$ cat src/rtl/fsm_valve_pkg.sv
// Shared types and helpers for the valve actuator controller.
// Optional build macro VALVE_RUNTIME_CNT_EN is consumed by valve_actuator_ctrl.
package fsm_valve_pkg;

  typedef enum logic [1:0] {
    OFF       = 2'd0,
    ON        = 2'd1,
    OFF_DWELL = 2'd2,
    LOCK      = 2'd3
  } chstate_t;

  typedef enum logic {CERRADA = 1'b0, ABIERTA = 1'b1} valve_t;
  typedef enum logic {Normal  = 1'b0, Error   = 1'b1} alarm_t;

  localparam int NUM_CH    = 2;
  localparam int RUNTIME_W = 16;

  // Dwell counter must hold the larger of the two reload values.
  function automatic int cnt_width(input int min_on, input int min_off);
    return $clog2(((min_on > min_off) ? min_on : min_off) + 1);
  endfunction

endpackage

$ cat src/rtl/valve_channel.sv
// One valve channel: OFF/ON/OFF_DWELL/LOCK state machine with a shared
// dwell down-counter. All outputs come straight from flops.
module valve_channel
  import fsm_valve_pkg::*;
#(
  parameter int MIN_ON  = 8,
  parameter int MIN_OFF = 4
) (
  input  logic clk,
  input  logic reset,
  input  logic req,
  input  logic fault,
  input  logic ack,
  output logic valve,
  output logic busy,
  output logic locked
);

  localparam int CNT_W = cnt_width(MIN_ON, MIN_OFF);
  localparam logic [CNT_W-1:0] ON_LD  = CNT_W'(MIN_ON - 1);
  localparam logic [CNT_W-1:0] OFF_LD = CNT_W'(MIN_OFF - 1);
  localparam logic [CNT_W-1:0] ONE    = CNT_W'(1);

  chstate_t         state_q, state_d;
  logic [CNT_W-1:0] cnt_q, cnt_d;
  logic             valve_q, busy_q, locked_q;

  always_comb begin
    state_d = state_q;
    cnt_d   = cnt_q;
    unique case (state_q)
      OFF: begin
        if (fault) begin
          state_d = LOCK;
        end else if (req) begin
          state_d = ON;
          cnt_d   = ON_LD;
        end
      end
      ON: begin
        // Fault wins over the minimum-on dwell.
        if (fault) begin
          state_d = LOCK;
          cnt_d   = '0;
        end else if (cnt_q != '0) begin
          cnt_d = cnt_q - ONE;
        end else if (!req) begin
          state_d = OFF_DWELL;
          cnt_d   = OFF_LD;
        end
      end
      OFF_DWELL: begin
        // Expiry always passes through OFF so the request is re-sampled there.
        if (fault) begin
          state_d = LOCK;
          cnt_d   = '0;
        end else if (cnt_q != '0) begin
          cnt_d = cnt_q - ONE;
        end else begin
          state_d = OFF;
        end
      end
      LOCK: begin
        if (!fault && ack) begin
          state_d = OFF_DWELL;
          cnt_d   = OFF_LD;
        end
      end
      default: begin
        state_d = OFF;
        cnt_d   = '0;
      end
    endcase
  end

  always_ff @(posedge clk) begin
    if (reset) begin
      state_q  <= OFF;
      cnt_q    <= '0;
      valve_q  <= CERRADA;
      busy_q   <= 1'b0;
      locked_q <= 1'b0;
    end else begin
      state_q  <= state_d;
      cnt_q    <= cnt_d;
      valve_q  <= (state_d == ON) ? ABIERTA : CERRADA;
      busy_q   <= ((state_d == ON) && (cnt_d != '0)) || (state_d == OFF_DWELL);
      locked_q <= (state_d == LOCK);
    end
  end

  assign valve  = valve_q;
  assign busy   = busy_q;
  assign locked = locked_q;

endmodule

$ cat src/rtl/valve_actuator_ctrl.sv
// Two-channel valve actuator: dwell-protected valve drive, alarm latches, lockout.
// Define VALVE_RUNTIME_CNT_EN to add per-channel open-time counters (open_cycles).
module valve_actuator_ctrl
  import fsm_valve_pkg::*;
#(
  parameter int MIN_ON  = 8,
  parameter int MIN_OFF = 4
) (
  input  logic        clk,
  input  logic        reset,
  input  logic [1:0]  C,
  input  logic [1:0]  Pout,
  input  logic        ack,
  output logic [1:0]  valve,
  output logic [1:0]  alarm,
  output logic        lockout,
  output logic [1:0]  busy
`ifdef VALVE_RUNTIME_CNT_EN
  ,
  output logic [31:0] open_cycles
`endif
);

  logic       fault;
  logic [1:0] locked;
  logic [1:0] alarm_q, alarm_d;

  assign fault = |Pout;

  valve_channel #(
    .MIN_ON  (MIN_ON),
    .MIN_OFF (MIN_OFF)
  ) u_ch [NUM_CH-1:0] (
    .clk    (clk),
    .reset  (reset),
    .req    (C),
    .fault  (fault),
    .ack    (ack),
    .valve  (valve),
    .busy   (busy),
    .locked (locked)
  );

  // Channels enter and leave LOCK in lockstep; the OR just folds them.
  assign lockout = |locked;

  // Set beats clear, so an ack during an active error keeps the alarm.
  always_comb begin
    alarm_d = alarm_q;
    for (int j = 0; j < NUM_CH; j++) begin
      if (Pout[j])  alarm_d[j] = Error;
      else if (ack) alarm_d[j] = Normal;
    end
  end

  always_ff @(posedge clk) begin
    if (reset) alarm_q <= '0;
    else       alarm_q <= alarm_d;
  end

  assign alarm = alarm_q;

`ifdef VALVE_RUNTIME_CNT_EN
  logic [NUM_CH-1:0][RUNTIME_W-1:0] oc_q, oc_d;

  always_comb begin
    oc_d = oc_q;
    for (int i = 0; i < NUM_CH; i++) begin
      if (ack && !lockout)
        oc_d[i] = '0;
      else if (valve[i] && (oc_q[i] != {RUNTIME_W{1'b1}}))
        oc_d[i] = oc_q[i] + RUNTIME_W'(1);
    end
  end

  always_ff @(posedge clk) begin
    if (reset) oc_q <= '0;
    else       oc_q <= oc_d;
  end

  assign open_cycles = oc_q;
`endif

endmodule

$ cat config.mk
export PLATFORM = sky130hd
export DESIGN_NAME = valve_actuator_ctrl
export DESIGN_NICKNAME = d
export VERILOG_FILES = /design/src/rtl/fsm_valve_pkg.sv /design/src/rtl/valve_channel.sv /design/src/rtl/valve_actuator_ctrl.sv
export SDC_FILE = /design/constraint.sdc
export NUM_CORES = 1
export LEC_CHECK = 0
export BUFFER_PORTS_ARGS = -buffer_cell sky130_fd_sc_hd__buf_2
export CORE_MARGIN = 8
export CORE_UTILIZATION = 57
export DETAILED_ROUTE_END_ITERATION = 6
export PLACE_DENSITY_LB_ADDON = 0.15
export SYNTH_ARGS = -nofsm -noshare
export SYNTH_HDL_FRONTEND = slang
export SYNTH_SLANG_ARGS = --single-unit
$ cat constraint.sdc
create_clock -name clk -period 2.4 [get_ports clk]
set_clock_uncertainty 0.05 [all_clocks]
set_input_delay 0.12 -clock clk [delete_from_list [all_inputs] [get_ports clk]]
set_output_delay 0.12 -clock clk [all_outputs]
set_load 0.005 [all_outputs]
==> results by group <==
Clock tree
  • Skew-Pair Late Insertion Delay: approximately 0.3 ns
  • CTS root buf: clkbuf_4
  • H-tree levels: 1
  • Hold_buf cts: 0
  • Clock slew at reported path FFs: 0.12 ns
  • Post-CTS sizing: 0
  • Clk buf depth: 2
  • # Post-CTS Setup Buffers: 0
  • TritonCTS clock tree: built
  • Cts bufs inserted: 3
  • # clock sinks: 20

Worst setup path
  • Crit path max-delay cell type: dfxtp_1
  • Critical Path Source Type: flip-flop
  • Flop-to-flop setup slack: around 0.23 ns
  • CP peak stage delay: 0.43 ns
  • WS Path Type: flip-flop to flip-flop
  • Worst setup EP type: flip-flop
  • Worst EP arrival: 2.34 ns
  • Top delay family on crit path: compound AO/OA/AOI/OAI gates
  • Worst reg2reg endpoint: u_ch[0].busy$_SDFF_PP0_
  • Critical Path RT: 2.57 ns
  • Critical path peak fanout: 9
  • Buf+Inv Stages, Crit Path: 1
  • Reg-to-Reg Start: u_ch[0].cnt_q[0]$_SDFF_PP0_
  • CP cell instances: inv_1 > ha_1 > or3b_1 > o21ai_0 > a221oi_1 > nor4_1 > a311oi_1
  • Worst r2r path cells: 7

Power
  • PD cells: 644 nW/um^2
  • Flop pwr share: 44.7%
  • Internal power: 609 uW
  • Clock group share of total power: a little under a third
  • P_sw: 257 uW
  • Logic pwr share: 23.6%
  • Worst vdd ir: 0.607 mV
  • Switch share: 29.7%
  • Leakage: 0.574 nW

Worst hold path
  • Hold wc startpoint: Pout[0]
  • Worst Hold Class: input port to flip-flop
  • Hold Path Stages: 3
  • WHS Endpoint: alarm[0]$_SDFFE_PP0P_

Placement
  • DP Wirelength: 2.26 mm
  • Gpl congestion: 0.846
  • Pre-CTS WS: 0.274 ns
  • Port Buffers: 13

Synth
  • Ys async rst share: 0%
  • Mapped Nets: 170
  • Leading area contributor after synthesis: dfxtp_1
  • Post-synth top flop: dfxtp_1
  • Yosys warnings: 0
  • Synth Instances: between 150 and 200
  • Number of synthesized flops with an enable pin: 0
  • Cell variety after synth: 46
  • Seq cells post-synth: 20
  • Mapped Avg Cell Area: slightly below 8 sq um
  • Top cells by area, synth: dfxtp_1, nor2_1, a21oi_1
  • Register area share after synthesis: 31.8%
  • Synthesized cell area: 1260 sq um
  • Top cell type's share of synthesized area: 31.8%

Timing
  • Setup WS post-layout: between 0.2 and 0.25 ns
  • Tcrit/Tclk final: 90.4%
  • Worst-margin pin slew: slightly below 0.5 ns
  • Slew margin rel.: between 60% and 70%
  • Final setup TNS: 0 ns
  • Fin. Hold Viols: 0
  • Final Critical Period: 2.17 ns
  • Max Clk Rate: ~460 MHz
  • Final setup violation count: 0
  • Max Slew Vio Count: 0
  • RSZ-0062 raised after global routing: false

Floorplanning
  • Initial core utilization: 58.5%
  • Die Ht: 63.0 um
  • Row Count: 17
  • Num ports: 14
  • Die width: 63.0 um
  • DIE AREA: between 3000 and 4000 sq um
  • Core ar.: 2150 sq um

Route
  • Wirelength per Cell: roughly 16 um
  • Routed wire length: 3.03 mm
  • ANT nets after route: 0
  • Via/cell ratio: 6.15
  • DRC violations left: 0
  • Via Count: 1199
  • TritonRoute pass-1 iters: 4
  • 1st-iter DRT viols: just under 60

Global routing
  • GR Overflow Total: 0
  • Pin count of the biggest net entering global routing: 17
  • First-pass GRT wire length: 5.01 mm
  • GRT Total Usage: 15.1%
  • Initial antenna violation count: 0
  • Vias in the first global route: 1176

Layout
  • Area of the multi-input gates: 747 sq um
  • Share of cells above drive strength 1: 18.0%
  • Count of fill cells added during filler insertion: 202
  • Register area: roughly 400 sq um
  • Area added between synthesis and finish: 6.97%
  • Diodes inserted: 0
  • Fin nets: 177

Run
  • # Max-Cap Violations: 0

Run status
  • Outcome: completed
## per-stage QoR
step	total power, mW	instances	hold WS [ns]	instance area (sq um)	util (%)
finish	0.866	195	0.0663	1350	62.6
global route	0.915	195	0.0803	1350	62.6
CTS	0.871	195	0.0575	1350	62.6
detailed placement	0.596	191	0.380	1290	60.2
global placement	0.586	191	0.372	1290	60.2
floorplan	0.554	161	0.142	1260	-
## cells in the final DEF (no fill, tap or decap), drive strengths merged, types with 2 or more instances in the layout
master / n
nor3: 2
a31oi: 5
a311oi: 2
o22ai: 5
nor2: 25
nand3: 3
or2: 5
nand4: 2
ha: 2
nand2: 5
a21oi: 12
clkbuf: 3
xor2: 2
o21ai: 9
a21o: 3
nand2b: 3
a221oi: 3
inv: 10
nor4: 2
dfxtp: 20
nor2b: 6
buf: 14
or3b: 2
o211ai: 3
nor3b: 3
## worst min-delay path: stages
cell	delay (ns)
buf_2	0.14
a21oi_1	0.06
nor2_1	0.07
## state kept, by name, indices dropped and copies added (netlist names)
name / count
u_ch.valve: 2
u_ch.state_q: 4
u_ch.cnt_q: 8
alarm: 2
u_ch.locked: 2
u_ch.busy: 2
## synth_stat cells, types with 3 or more instances
library cell	number
nand3_1	3
a21oi_1	12
nand2b_1	3
or2_2	5
a31oi_1	5
dfxtp_1	20
nor2b_1	6
buf_4	4
a21o_1	3
buf_2	4
inv_1	10
clkbuf_1	3
o21ai_1	3
o21ai_0	5
o22ai_1	5
o211ai_1	3
nor2_1	23
a221oi_1	3
nand2_1	5
## logic make-up (layout without fill, tap and decap cells)
logic type      count (synthesis)  count (layout)  synth area share, %
simple gates                   61              61                 25.9
compound gates                 51              51                 27.8
buf+inv                        22              28                 8.76
flops                          20              20                 31.8
xor+xnor                        3               3                 2.09
fa+ha+maj                       2               2                 1.99
mux                             2               2                 1.69
## layer usage
metal	part of all wire, %	up-vias	wire (um)	track usage [%]
li1	-	589	-	-
met1	38	566	1170	14.2
met2	54	36	1620	28.3
met3	5.9	8	178	4.84
met4	2.1	0	65	7.69
met5	0	-	0	0
## power groups by stage
stage                     logic, mW  registers (mW)  clock network [mW]
after detailed placement      0.202           0.394                   0
final                         0.204           0.387               0.274
after CTS                     0.204           0.387               0.281
after global placement        0.194           0.392                   0
after global routing          0.231           0.391               0.293
after floorplan               0.178           0.375                   0
## cell type report
type | instances | area share, %
inverters | 10 | 2.79
multi-input cells | 119 | 55.5
flip-flops and latches | 20 | 29.8
well taps | 28 | 2.60
clock buffers | 3 | 1.67
repair buffers | 14 | 5.40
clock inverters | 1 | 2.23
## worst max path at each step
stage | startpoint | endpoint | slack (ns) | cells after the start
after floorplan | u_ch[0].cnt_q[0]$_SDFF_PP0_ | u_ch[0].busy$_SDFF_PP0_ | 0.52 | 8
after global placement | u_ch[0].cnt_q[0]$_SDFF_PP0_ | u_ch[0].busy$_SDFF_PP0_ | 0.31 | 7
after detailed placement | u_ch[0].cnt_q[0]$_SDFF_PP0_ | u_ch[0].busy$_SDFF_PP0_ | 0.27 | 7
after CTS | u_ch[0].cnt_q[0]$_SDFF_PP0_ | u_ch[0].busy$_SDFF_PP0_ | 0.25 | 7
after global routing | u_ch[0].cnt_q[0]$_SDFF_PP0_ | u_ch[0].busy$_SDFF_PP0_ | 0.03 | 7
final | u_ch[0].cnt_q[0]$_SDFF_PP0_ | u_ch[0].busy$_SDFF_PP0_ | 0.23 | 7
No activity file was read; power rests on OpenSTA's default activity.
